### config.mk
export PLATFORM = sky130hd
export DESIGN_NAME = seven_segment_reader
export DESIGN_NICKNAME = d
export VERILOG_FILES = /design/src/rtl/seven_segment_reader.sv
export SDC_FILE = /design/constraint.sdc
export NUM_CORES = 1
export LEC_CHECK = 0
export CORE_ASPECT_RATIO = 1.5
export CORE_MARGIN = 5
export CORE_UTILIZATION = 35
export DETAILED_ROUTE_END_ITERATION = 16
export MAX_ROUTING_LAYER = met4
export PLACE_DENSITY_LB_ADDON = 0.05
export SYNTH_ARGS = -nofsm -noshare
export SYNTH_HDL_FRONTEND = slang
export SYNTH_SLANG_ARGS = --single-unit
export TNS_END_PERCENT = 1
### constraint.sdc
create_clock -name clk -period 2.9 [get_ports clk]
set_input_delay 0.435 -clock clk [delete_from_list [all_inputs] [get_ports clk]]
set_output_delay 0.435 -clock clk [all_outputs]
set_load 0.01 [all_outputs]
### src/rtl/seven_segment_reader.sv
// seven_segment_reader
// Watches a multiplexed active-low seven-segment bus and recovers the value
// shown on each digit. A digit is reported once it has been shown unchanged,
// with exactly one anode active, for STABLE_CYCLES registered samples.
// Records leave through a single-entry valid/ready buffer. A record that
// arrives while the buffer is still full is dropped, and the drop is flagged
// on the sticky overrun output.

module seven_segment_reader #(
  parameter int NUM_DIGITS    = 4,
  parameter int STABLE_CYCLES = 4,
  localparam int DW = (NUM_DIGITS > 1) ? $clog2(NUM_DIGITS) : 1,
  localparam int CW = $clog2(STABLE_CYCLES + 1)
) (
  input  logic                  clk,
  input  logic                  reset,
  input  logic [6:0]            seg_n,
  input  logic [NUM_DIGITS-1:0] an_n,
  output logic                  out_valid,
  input  logic                  out_ready,
  output logic [DW-1:0]         out_digit,
  output logic [5:0]            out_code,
  output logic                  out_blank,
  output logic                  out_error,
  output logic                  overrun
);

  typedef enum logic [1:0] {
    IDLE   = 2'd0,
    SETTLE = 2'd1,
    HELD   = 2'd2
  } state_t;

  localparam logic [CW-1:0] CNT_MAX     = CW'(STABLE_CYCLES);
  localparam logic [CW-1:0] CNT_CAPTURE = CW'(STABLE_CYCLES - 1);

  // True when exactly one anode line is low.
  function automatic logic one_low(input logic [NUM_DIGITS-1:0] an);
    logic seen;
    logic multi;
    seen  = 1'b0;
    multi = 1'b0;
    for (int i = 0; i < NUM_DIGITS; i++) begin
      if (!an[i]) begin
        if (seen) begin
          multi = 1'b1;
        end
        seen = 1'b1;
      end
    end
    return seen & ~multi;
  endfunction

  // Index of the low anode line; only meaningful when one_low() holds.
  function automatic logic [DW-1:0] low_index(input logic [NUM_DIGITS-1:0] an);
    logic [DW-1:0] idx;
    idx = '0;
    for (int i = 0; i < NUM_DIGITS; i++) begin
      if (!an[i]) begin
        idx = DW'(i);
      end
    end
    return idx;
  endfunction

  // Segment pattern to {blank, error, code[5:0]}.
  function automatic logic [7:0] decode(input logic [6:0] seg);
    logic [7:0] r;
    case (seg)
      7'b1000000: r = 8'h00;
      7'b1111001: r = 8'h01;
      7'b0100100: r = 8'h02;
      7'b0110000: r = 8'h03;
      7'b0011001: r = 8'h04;
      7'b0010010: r = 8'h05;
      7'b0000010: r = 8'h06;
      7'b1111000: r = 8'h07;
      7'b0000000: r = 8'h08;
      7'b0010000: r = 8'h09;
      7'b0001000: r = 8'h0A;
      7'b0000011: r = 8'h0B;
      7'b1000110: r = 8'h0C;
      7'b0100001: r = 8'h0D;
      7'b0000110: r = 8'h0E;
      7'b0001110: r = 8'h0F;
      7'b1000001: r = 8'h10;   // contention "U"
      7'b0001001: r = 8'h20;   // high-impedance "H"
      7'b1111111: r = 8'h80;   // blank
      default:    r = 8'h40;   // unknown pattern
    endcase
    return r;
  endfunction

  logic [6:0]            seg_smp_r;
  logic [NUM_DIGITS-1:0] an_smp_r;
  logic [6:0]            seg_prev_r;
  logic [NUM_DIGITS-1:0] an_prev_r;
  logic [CW-1:0]         cnt_r;
  state_t                state_r;
  state_t                state_next_s;
  logic                  an_ok_s;
  logic                  stable_s;
  logic                  capture_s;
  logic [7:0]            dec_s;

  assign an_ok_s  = one_low(an_smp_r);
  assign stable_s = an_ok_s && (seg_smp_r == seg_prev_r) && (an_smp_r == an_prev_r);
  assign dec_s    = decode(seg_smp_r);

  // Sample the bus once (S) and keep the previous sample (P).
  always_ff @(posedge clk) begin
    if (reset) begin
      seg_smp_r  <= 7'h7F;
      an_smp_r   <= '1;
      seg_prev_r <= 7'h7F;
      an_prev_r  <= '1;
    end else begin
      seg_smp_r  <= seg_n;
      an_smp_r   <= an_n;
      seg_prev_r <= seg_smp_r;
      an_prev_r  <= an_smp_r;
    end
  end

  // Count consecutive identical valid samples, saturating.
  always_ff @(posedge clk) begin
    if (reset) begin
      cnt_r <= '0;
    end else if (!stable_s) begin
      cnt_r <= '0;
    end else if (cnt_r != CNT_MAX) begin
      cnt_r <= cnt_r + {{(CW-1){1'b0}}, 1'b1};
    end
  end

  // FSM state register.
  always_ff @(posedge clk) begin
    if (reset) begin
      state_r <= IDLE;
    end else begin
      state_r <= state_next_s;
    end
  end

  // FSM next-state logic; any instability re-arms from the new sample.
  always_comb begin
    state_next_s = state_r;
    case (state_r)
      IDLE: begin
        if (an_ok_s) begin
          state_next_s = SETTLE;
        end else begin
          state_next_s = IDLE;
        end
      end
      SETTLE: begin
        if (stable_s && (cnt_r == CNT_CAPTURE)) begin
          state_next_s = HELD;
        end else if (!stable_s) begin
          state_next_s = an_ok_s ? SETTLE : IDLE;
        end else begin
          state_next_s = SETTLE;
        end
      end
      HELD: begin
        if (!stable_s) begin
          state_next_s = an_ok_s ? SETTLE : IDLE;
        end else begin
          state_next_s = HELD;
        end
      end
      default: state_next_s = IDLE;
    endcase
  end

  // FSM output: one capture pulse per stable period.
  always_comb begin
    capture_s = 1'b0;
    if ((state_r == SETTLE) && stable_s && (cnt_r == CNT_CAPTURE)) begin
      capture_s = 1'b1;
    end else begin
      capture_s = 1'b0;
    end
  end

  // Single-entry output buffer with sticky drop flag.
  always_ff @(posedge clk) begin
    if (reset) begin
      out_valid <= 1'b0;
      out_digit <= '0;
      out_code  <= 6'h00;
      out_blank <= 1'b0;
      out_error <= 1'b0;
      overrun   <= 1'b0;
    end else begin
      if (capture_s && (!out_valid || out_ready)) begin
        out_valid <= 1'b1;
        out_digit <= low_index(an_smp_r);
        out_code  <= dec_s[5:0];
        out_error <= dec_s[6];
        out_blank <= dec_s[7];
      end else if (out_valid && out_ready) begin
        out_valid <= 1'b0;
      end
      if (capture_s && out_valid && !out_ready) begin
        overrun <= 1'b1;
      end
    end
  end

endmodule

After elaboration in Yosys (flattened, before gate mapping)
Cells that the tools add are included.

Register bits: 39. Output and inout bits: 12. Input port bits: 14.

Add/subtract/negate cells: 1. Bitwise logic cells: 3. Reductions and logical operators: 16. Mux-type cells: 21. Equal/unequal tests: 24.

Operators with widths (number): $pmux 8 s19 (1); $eq 7x7->1 const B (6); $eq 7x4->1 const B (3); $eq 7x5->1 const B (3); $eq 7x6->1 const B (3); $eq 7x2->1 const B (2); $mux 1 (14); $mux 2 (5); $logic_and 1x1->1 (9); $eq 7x3->1 const B (1); $eq 7x7->1 (1); $logic_not 7->1 (1); $pmux 2 s3 (1); $eq 4x4->1 (1); $add 3x1->3 const B (1); $eq 3x2->1 const B (1); $ne 3x3->1 const B (1); $eq 2x1->1 const B (1); $eq 2x2->1 const B (1); $logic_not 1->1 (2); $logic_not 2->1 (1); $not 1->1 (2); $reduce_bool 2->1 (1); $reduce_or 2->1 (1); other kinds (2) (2).

Logic depth before layout (Yosys ltp)
Gate-level depths: netlist of the first run.

Depth after elaboration: 15. Gate-level depth with buffers: 7.

Least setup slack after synthesis of the first run
Ideal clock, no wire load.

Path kind: reg2reg. Start point: reg an_smp_r[3]. End point: reg out_error. Stages on the path, launching flop included: 8. Required time: 2.828 ns. Buffers on the path: 2. Path slack: 0.979 ns. Arrival time: 1.849 ns. Setup time: 0.072 ns. Period minus slack after synthesis: 1.921 ns. Path through: dfxtp_1 clkbuf_2 and4b_2 a311oi_1 or4b_1 buf_2 nor3_4 mux2i_1.

Cells in the longest elaborated chain, start to end: 9. Elaborated cells on any way between the ends: 11.

RTL lines: start: declaration (line 95) `logic [NUM_DIGITS-1:0] an_smp_r;`; start signal: assignment (line 119) `an_smp_r <= an_n;`; $mux 1 (line 44) `if (!an[i]) begin`; $not 1->1 (line 51) `return seen & ~multi;`; $and 1x1->1 (line 51); $logic_and 1x1->1 (line 107) `assign stable_s = an_ok_s && (seg_smp_r == seg_prev_r) && (an_smp_r == an_prev_r);`; $logic_and 1x1->1 * (line 107); $logic_and 1x1->1 * (2 in series) (line 179) `if ((state_r == SETTLE) && stable_s && (cnt_r == CNT_CAPTURE)) begin`; $mux 1 * (line 179); $logic_and 1x1->1 * (line 196) `if (capture_s && (!out_valid || out_ready)) begin`; end signal: assignment (line 200) `out_error <= dec_s[6];`; end: declaration (line 24) `output logic out_error,`.

Every way passes the cells marked *; elsewhere a longest branch is shown, timed or not. A chain may end at the register's enable or synchronous reset.

Final worst setup path of the first run
Start point: reg seg_smp_r[1]. End point: reg out_error.

Cells in the longest elaborated chain, start to end: 7. Elaborated cells on any way between the ends: 27.

RTL lines: start: declaration (line 94) `logic [6:0] seg_smp_r;`; start signal: assignment (line 118) `seg_smp_r <= seg_n;`; $eq 7x7->1 (line 107); $logic_and 1x1->1 (2 in series) (line 107); $logic_and 1x1->1 (2 in series) (line 179); $mux 1 (line 179); $logic_and 1x1->1 (line 196).

Several ways; a longest one is shown, not always the timed one.

==> metrics, run 1 <==
status completed; total chip power about 1.1 mW; final setup fails 0; Required @ worst endpoint between 3 and 4 ns; crit path from seg_smp_r[1]$_SDFF_PP1_; Skew-Pair Late Insertion Delay between 0.2 and 0.3 ns; Post-synth top flop dfxtp_1; die height ~99 um; Max-Cap Viols 0; layout cells sized above 1 16.6%; Rows 32; PortBufs 25; core area 5160 um2; Worst R2R Path Depth 5; Synth Cell Area approximately 1900 um2; CTS tree done; power per cell area between 400 and 500 nW/um2; detailed placement HPWL slightly below 3 mm; Max transition margin about 52%; dpl cells around 280; Post-Syn Nets 223; Worst VDD drop around 0.00025 V; CTS max path bufs 2; overall routed net length between 3 and 4 mm; WS Path Type reg2reg; clock tree root driver cell clkbuf_8; fin crit period 2.40 ns; Leakage just under 0.8 nW; Fin Hold WS 0.476 ns; vias per cell roughly 5.3; postcts setup bufs 0; CP Capture Type flop; hold path cells 2; htree depth 2; io pins 26; post-route setup TNS 0 ns; grt ovf 0; # nets final 239; CP Launch Type flop; vias in the first global route roughly 1500; Area Overhead vs Synth 21.3%; effective utilization at floorplan a little over a third; initial DRC count between 70 and 80; # clock sinks 39; share of flip-flops with an asynchronous set or reset 0%; Synth Register Bits 39; Final Hold Viols 0; Mapped Avg Cell Area roughly 9.0 um2; via count 1555; First-pass DRT Iterations 4; gr usage total roughly 12%; largest net degree at the start of global routing 40; Chip Width just under 70 um; Seq/Total Area, Yosys between 40% and 50%; clock skew 0.00266 ns; final cell count without fillers 291; routed len/inst 13.7 um; setup slack, reg-to-reg slightly below 0.5 ns; Ant. Diodes 0; Routability Congestion a little under 0.8; die area about 7000 um2; Syn. warnings 0; CP Max Fanout 20; Arr. time, crit path around 2.6 ns; # fillers slightly above 500; hold_sp overrun$_SDFFE_PP0P_; hold buffers post-CTS 0; worst-margin pin slew ~0.72 ns; Hold Path Class reg2reg; RSZ-0062 raised after global routing false; f_max roughly 0.42 GHz; drt drc 0; initial antenna violation count 0; Slew Limit Fails 0; Antenna Nets Post-Route 0; CTS Buf Count 5; synth unique cells 44; r2r startpoint seg_smp_r[1]$_SDFF_PP1_; CTS resizes 0; fin crit share around 83%; CTS clk-pin slew, worst paths 0.08 ns; Post-synth EDFFs 0; global-route wire length before repair roughly 6.6 mm; Mapped Cells between 200 and 250
metrics by stage:
stage                     area, um2  worst slack [ns]  utilization (%)
after floorplan                1860             0.979                -
after global placement         2140             0.575             41.5
after detailed placement       2140             0.481             41.5
after CTS                      2260             0.475             43.7
after global routing           2260             0.264             43.7
final                          2260             0.497             43.7
state kept, by name, summed over array words and instances, names as in the netlist:
signal and cells:
an_smp_r 4, out_digit 2, out_blank 1, state_r 2, out_code 6, cnt_r 3, seg_smp_r 7, seg_prev_r 7
an_prev_r 4, overrun 1, out_valid 1, out_error 1
cell usage after synthesis, drive strengths merged (2+ instances only):
cell / count / area share, %
a31oi: 9 / 3.0
nand2: 8 / 1.6
ha: 3 / 2.0
nor3: 10 / 3.3
nor4b: 2 / 0.94
nand4: 7 / 2.4
o31ai: 3 / 1.2
nor4: 2 / 0.67
a21oi: 8 / 2.2
nand4b: 2 / 0.94
nor3b: 2 / 0.81
xor2: 6 / 2.8
a211oi: 6 / 2.4
a311oi: 4 / 1.9
buf: 5 / 1.3
and4b: 3 / 1.7
or2: 23 / 7.7
nor4bb: 2 / 1.1
xnor2: 9 / 4.2
nand2b: 5 / 1.7
mux2i: 3 / 1.6
nor2: 10 / 2.0
inv: 3 / 0.61
dfxtp: 39 / 42
nand3: 2 / 0.54
clkbuf: 15 / 3.1
and4: 2 / 0.94
o21ai: 2 / 0.54
power breakdown:
part           switching (mW)  leakage (nW)  internal, mW  total (mW)
Clock                   0.188        0.0581         0.256       0.444
Combinational          0.0376         0.390        0.0530      0.0907
Sequential             0.0246         0.320         0.551       0.575
cells by family after synthesis:
group	share of synthesized area, %
AOI/OAI and AO/OA	13.4
buffers and inverters	4.98
muxes	1.62
and+or+nand+nor	28.9
adders and majority gates	2.02
xor gates and xnor gates	7.07
DFF	42.0
critical path, stage by stage, from the launching register on:
cell and delay [ns]:
dfxtp_1 0.72, xnor2_1 0.19, nand4_1 0.16, or4b_1 0.67, nor3_4 0.37, mux2i_1 0.22
placed cells by master (no fill, tap or decap), types with 6 or more instances in the layout:
cell,count
dfxtp_1,39
clkdlybuf4s50_1,25
or2_2,22
nor2_1,10
nor3_1,9
xnor2_1,9
a31oi_1,9
nand2_1,8
a21oi_1,8
nand4_1,7
xor2_1,6
a211oi_1,6
worst paths after layout:
kind | endpoint
setup reg to reg | out_error$_SDFFE_PP0P_
setup / recovery | out_error$_SDFFE_PP0P_
hold / removal | overrun$_SDFFE_PP0P_
hold reg to reg | overrun$_SDFFE_PP0P_
layer usage:
metal,vias to the layer above,wire length (um),track usage (%)
li1,765,-,-
met2,46,2060,21.2
met4,0,73,5.41
met3,8,196,3.03
met5,-,0,-
met1,736,1640,12.8
final cells by class:
| class | instances | area (um2) | share of cell area (%) |
|---|---|---|---|
| clock buffer | 5 | 68.8 | 3.05 |
| clock inverter | 3 | 43.8 | 1.94 |
| inverter | 3 | 11.3 | 0.499 |
| multi-input combinational | 144 | 986 | 43.7 |
| sequential | 39 | 781 | 34.6 |
| tap | 68 | 85.1 | 3.77 |
| timing repair buffer | 29 | 280 | 12.4 |
(Power assumes the default switching activity.)
==> inputs of run 2 (changes only) <==
clock period = 2.05 ns   (was 2.9 ns; I/O delays follow)
==> run 2 against run 1 <==
  * Count of clock-buffer cells in the layout increased by 1
  * Via count increased by 0.39%
  * Global-route usage is 0.55 points higher
  * Register-to-register slack got worse by 0.39 ns
  * Design area rose by 3.7%
  * Sequential cell count unchanged
  * Sequential power is 39% higher
  * Largest power group unchanged
==> metrics, run 2 (synthesized netlist as in run 1, its figures left out) <==
status completed; Rows 32 (unchanged); Chip Width 69.5 um (unchanged); fin crit share 94.6% (+12 points); Hold Path Class reg2reg; global-route wire length before repair 6.85 mm (+3.5%); die area 6900 um2 (unchanged); dpl cells 296 (+4.6%); WL met3 213 um (+8.7%); WL met2 2.14 mm (+3.6%); Leakage 0.813 nW (+5.8%); fin crit period 1.94 ns (-0.464 ns); Routability Congestion 0.777 (+0.74%); DR top layer met4; io pins 26 (unchanged); PortBufs 25 (unchanged); power per cell area 629 nW/um2 (+28%); initial DRC count 92 (+30%); Max-Cap Viols 0 (unchanged); WS Path Type reg2reg; multi-input logic area 995 um2 (+0.89%); # nets final 252 (+5.4%); largest registers seg_prev_r: 7 flops, seg_smp_r: 7 flops, out_code: 6 flops; CTS clk-pin slew, worst paths 0.07 ns (about the same); Max transition margin 60.0% (+8.3 points); gr usage total 12.7% (+0.55 points); postcts setup bufs 0 (unchanged); largest net degree at the start of global routing 40 (unchanged); core area 5160 um2 (unchanged); hold path cells 2 (unchanged); overall routed net length 4.15 mm (+4.5%); Antenna Nets Post-Route 0 (unchanged); area post-placement 2240 um2 (+4.6%); CTS max path bufs 2 (unchanged); # fillers 526 (+1.5%); most frequent cells in the layout dfxtp_1 (36), clkdlybuf4s50_1 (25), or2_2 (22), buf_4 (17), nor2_1 (10); WL met1 1.71 mm (+4.3%); CTS tree done; vias in the first global route 1541 (+6.1%); Worst VDD drop 0.000413 V (+64%); via count 1561 (+0.39%); post-route setup TNS 0 ns (unchanged); Ant. Diodes 0 (unchanged); worst-margin pin slew 0.599 ns (-0.123 ns); final setup fails 0 (unchanged); Worst R2R Path Depth 6 (+1); # clock sinks 39 (unchanged); Required @ worst endpoint 2.22 ns (-0.90 ns); layout cells sized above 1 22.9% (+6.3 points); htree depth 2 (unchanged); final cell count without fillers 304 (+4.5%); grt ovf 0 (unchanged); clock skew 0.00193 ns (-0.000729 ns); detailed placement HPWL 3.10 mm (+7.2%); Slew Limit Fails 0 (unchanged); CP Launch Type flop; f_max 0.516 GHz (+24%); clock tree root driver cell clkbuf_8; effective utilization at floorplan 36.0% (unchanged); routed len/inst 13.7 um (about the same); Skew-Pair Late Insertion Delay 0.28 ns (about the same); total chip power 1.47 mW (+32%); sequential cell area 785 um2 (+0.48%); Area Overhead vs Synth 25.8%; initial antenna violation count 0 (unchanged); Final Hold Viols 0 (unchanged); vias per cell 5.13 (-3.9%); Final Cell Area 2340 um2 (+3.7%); die height 99.3 um (unchanged); CTS Buf Count 5 (unchanged); Arr. time, crit path 2.10 ns (-0.52 ns); drt drc 0 (unchanged); First-pass DRT Iterations 4 (unchanged); RSZ-0062 raised after global routing false; CP Capture Type flop; most common cell after layout, fill and taps aside dfxtp_1; CP Max Fanout 4 (-80%)
-- run 2: timing repair --
item	4_1_cts	5_1_grt
gates resized for setup	2	3
endpoints found under the setup margin	4	9
hold buffers	0	0
pin swaps	0	1
-- run 2: layout make-up --
cell class | count | area share [%]
inverters | 3 | 0.482
well taps | 68 | 3.64
clock buffers | 6 | 3.10
multi-input cells | 144 | 42.5
clock inverters | 2 | 0.535
flip-flops and latches | 39 | 33.5
repair buffers | 42 | 16.2
-- run 2: power breakdown --
group,switching (mW),internal [mW]
Combinational,0.0785,0.0963
Clock,0.261,0.238
Sequential,0.0168,0.780
-- run 2: path summary, 6_finish.rpt --
kind              slack [ns]                    start                  endpoint
setup / recovery        0.11  seg_smp_r[2]$_SDFF_PP1_  out_code[2]$_SDFFE_PP0P_
hold / removal          0.47     overrun$_SDFFE_PP0P_      overrun$_SDFFE_PP0P_
setup reg to reg        0.11  seg_smp_r[2]$_SDFF_PP1_  out_code[2]$_SDFFE_PP0P_
hold reg to reg         0.47     overrun$_SDFFE_PP0P_      overrun$_SDFFE_PP0P_
-- run 2: critical path, cell delays in order (launching register included) --
cell	delay [ns]
dfxtp_1	0.32
xnor2_1	0.28
nand4_1	0.15
or4b_4	0.54
buf_4	0.17
nor4_1	0.28
nor3_1	0.07
-- run 2: metrics by stage --
stage | hold slack (ns) | utilization [%] | worst slack (ns)
6_report | 0.467 | 45.3 | 0.111
4_1_cts | 0.474 | 45.1 | 0.0507
2_1_floorplan | 0.411 | - | 0.129
3_3_place_gp | 0.451 | 43.4 | 0.0514
5_1_grt | 0.504 | 45.3 | 0.0165
3_5_place_dp | 0.457 | 43.4 | -0.00343
-- run 2: metal layers --
layer | global-route usage [%] | vias to the layer above
li1 | - | 791
met1 | 13.1 | 715
met2 | 22.6 | 48
met3 | 3.24 | 7
met4 | 5.41 | 0
met5 | - | -
==> inputs of run 3 (changes only) <==
CORE_MARGIN = default   (was 5)
CTS_CLUSTER_SIZE = 25   (was default)
==> run 3 against run 2 <==
  * Utilization up 0.99 points
  * Clock power is 7.0% higher
  * Hold slack better by 0.0043 ns
  * Count of clock-buffer cells in the layout down 1
  * Critical path type unchanged
  * Critical endpoint is now out_error$_SDFFE_PP0P_
==> metrics, run 3 (synthesized netlist as in run 1, its figures left out) <==
core area 5120 um2 (-0.78%); largest net degree at the start of global routing 40 (unchanged); final setup fails 0 (unchanged); most common cell after layout, fill and taps aside dfxtp_1; worst-margin pin slew 0.621 ns (+0.0217 ns); CP Capture Type flop; WS Path Type reg2reg; Sw Ratio 25.7% (+1.4 points); Comb pwr share 12.0% (about the same); fin crit period 1.90 ns (-0.0371 ns); die height 91.3 um (-8.1%); largest registers seg_prev_r: 7 flops, seg_smp_r: 7 flops, out_code: 6 flops; hold_sp out_blank$_SDFFE_PP0P_; CP Cell Sequence xnor2_2 -> nand4_1 -> or4b_4 -> nor3_4 -> mux2i_1; vias in the first global route 1473 (-4.4%); status completed; Final Util 46.3% (+0.99 points); die area 5610 um2 (-19%); Final Hold Viols 0 (unchanged); most frequent cells in the layout dfxtp_1 (35), clkdlybuf4s50_1 (25), or2_2 (22), buf_4 (17), nor2_1 (10); Antenna Nets Post-Route 0 (unchanged); portion of total power attributed to sequential cells 52.8% (-1.4 points); global-route wire length before repair 6.84 mm (-0.10%); Arr. time, crit path 2.13 ns (+0.03 ns); final cell count without fillers 304 (unchanged); layout cells sized above 1 25.0% (+2.1 points); gr usage total 16.5% (+3.8 points); Ant. Diodes 0 (unchanged); # nets final 252 (unchanged); CTS Buf Count 5 (unchanged); drt drc 0 (unchanged); Skew-Pair Late Insertion Delay 0.29 ns (about the same); Clock power frac 35.3% (+1.4 points); overall routed net length 4.09 mm (-1.5%); PortBufs 25 (unchanged); sw power 0.388 mW (+8.8%); via count 1575 (+0.90%); clock tree root driver cell clkbuf_8; RSZ-0062 raised after global routing false; Largest stage delay, worst path 0.62 ns (+0.08 ns); Worst Path Buf+Inv 0 (-1); CP Launch Type flop; Rows 32 (unchanged); Top delay family on crit path simple AND/OR/NAND/NOR gates; CP Max Fanout 6 (+2); Worst VDD drop 0.000451 V (+9.3%); fin crit share 92.8% (-1.8 points); Required @ worst endpoint 2.28 ns (+0.06 ns); dpl cells 295 (-0.34%); Slew Limit Fails 0 (unchanged); slowest CP cell or4b_4; Chip Width 61.5 um (-12%); htree depth 2 (unchanged); CTS tree done; detailed placement HPWL 2.94 mm (-5.0%); Routability Congestion 0.761 (-2.1%); clock skew 0.00412 ns (+0.00219 ns); Max-Cap Viols 0 (unchanged); routed len/inst 13.5 um (-1.5%); grt ovf 0 (unchanged); CTS max path bufs 2 (unchanged); vias per cell 5.18 (+0.90%); power per cell area 638 nW/um2 (+1.4%); Hold Path Class reg2reg; Leakage 0.829 nW (+2.0%); CTS clk-pin slew, worst paths 0.08 ns (about the same); # fillers 526 (unchanged); # clock sinks 39 (unchanged); Max transition margin 58.5% (-1.5 points); initial antenna violation count 0 (unchanged); crit path from seg_smp_r[2]$_SDFF_PP1_; effective utilization at floorplan 36.3% (+0.28 points); io pins 26 (unchanged); initial DRC count 83 (-9.8%); Area Overhead vs Synth 27.5%; r2r startpoint seg_smp_r[2]$_SDFF_PP1_; Pint 1.12 mW (+0.93%); First-pass DRT Iterations 5 (+1); f_max 0.526 GHz (+1.9%)
-- run 3: cell count changes in the layout (fill, tap and decap cells not counted), sizes merged --
cell | previous run | this run
clkbuf | 6 | 5
clkinv | 1 | 0
clkinvlp | 1 | 2
inv | 3 | 4
-- run 3: power groups by stage --
stage               clock network [mW]  registers, mW  logic, mW
finish                           0.534          0.798      0.181
floorplan                            0          0.809      0.104
detailed placement                   0          0.814      0.174
global route                     0.590          0.801      0.198
global placement                     0          0.812      0.172
CTS                              0.556          0.796      0.174
-- run 3: cell type report --
cell class	count	area [um2]	share of cell area, %
multi-input cells	144	1020	43.0
flip-flops and latches	39	786	33.1
repair buffers	42	378	15.9
well taps	68	85.1	3.59
clock buffers	5	68.8	2.90
clock inverters	3	23.8	1.00
inverters	3	11.3	0.475
-- run 3: metrics by stage --
stage / cell area (um2) / setup TNS, ns / setup slack (ns) / hold WS [ns] / total power [mW]
after floorplan: 1860 / 0 / 0.129 / 0.411 / 0.913
after global placement: 2230 / 0 / 0.0379 / 0.451 / 0.985
after detailed placement: 2230 / -0.165 / -0.0399 / 0.461 / 0.988
after CTS: 2330 / 0 / 0.0154 / 0.472 / 1.53
after global routing: 2370 / 0 / 0.00676 / 0.505 / 1.59
final: 2370 / 0 / 0.148 / 0.471 / 1.51
-- run 3: worst reg2reg max path: cells and delay by family (launching register included) --
kind	cells	cell delay, ns
DFF	1	0.34
muxes	1	0.21
xor gates and xnor gates	1	0.20
and+or+nand+nor	3	1.11
-- run 3: worst paths after layout --
path | end | slack [ns] | cells after the start
setup / recovery | out_error$_SDFFE_PP0P_ | 0.15 | 5
hold / removal | out_blank$_SDFFE_PP0P_ | 0.47 | 2
setup reg to reg | out_error$_SDFFE_PP0P_ | 0.15 | 5
hold reg to reg | out_blank$_SDFFE_PP0P_ | 0.47 | 2
-- run 3: per-layer routing --
| metal | share of wire [%] | up-vias | global-route usage (%) |
|---|---|---|---|
| met5 | 0 | - | - |
| met4 | 1.5 | 0 | 5.00 |
| met3 | 3.1 | 5 | 3.42 |
| met2 | 52 | 39 | 26.6 |
| li1 | - | 795 | - |
| met1 | 44 | 736 | 20.0 |
-- run 3: repair_timing --
item / in CTS / in global routing
gates resized for setup: 0 / 9
pin swaps: 1 / 4
hold buffers: 0 / 0
setup buffers: 0 / 1
endpoints found under the setup margin: 6 / 10
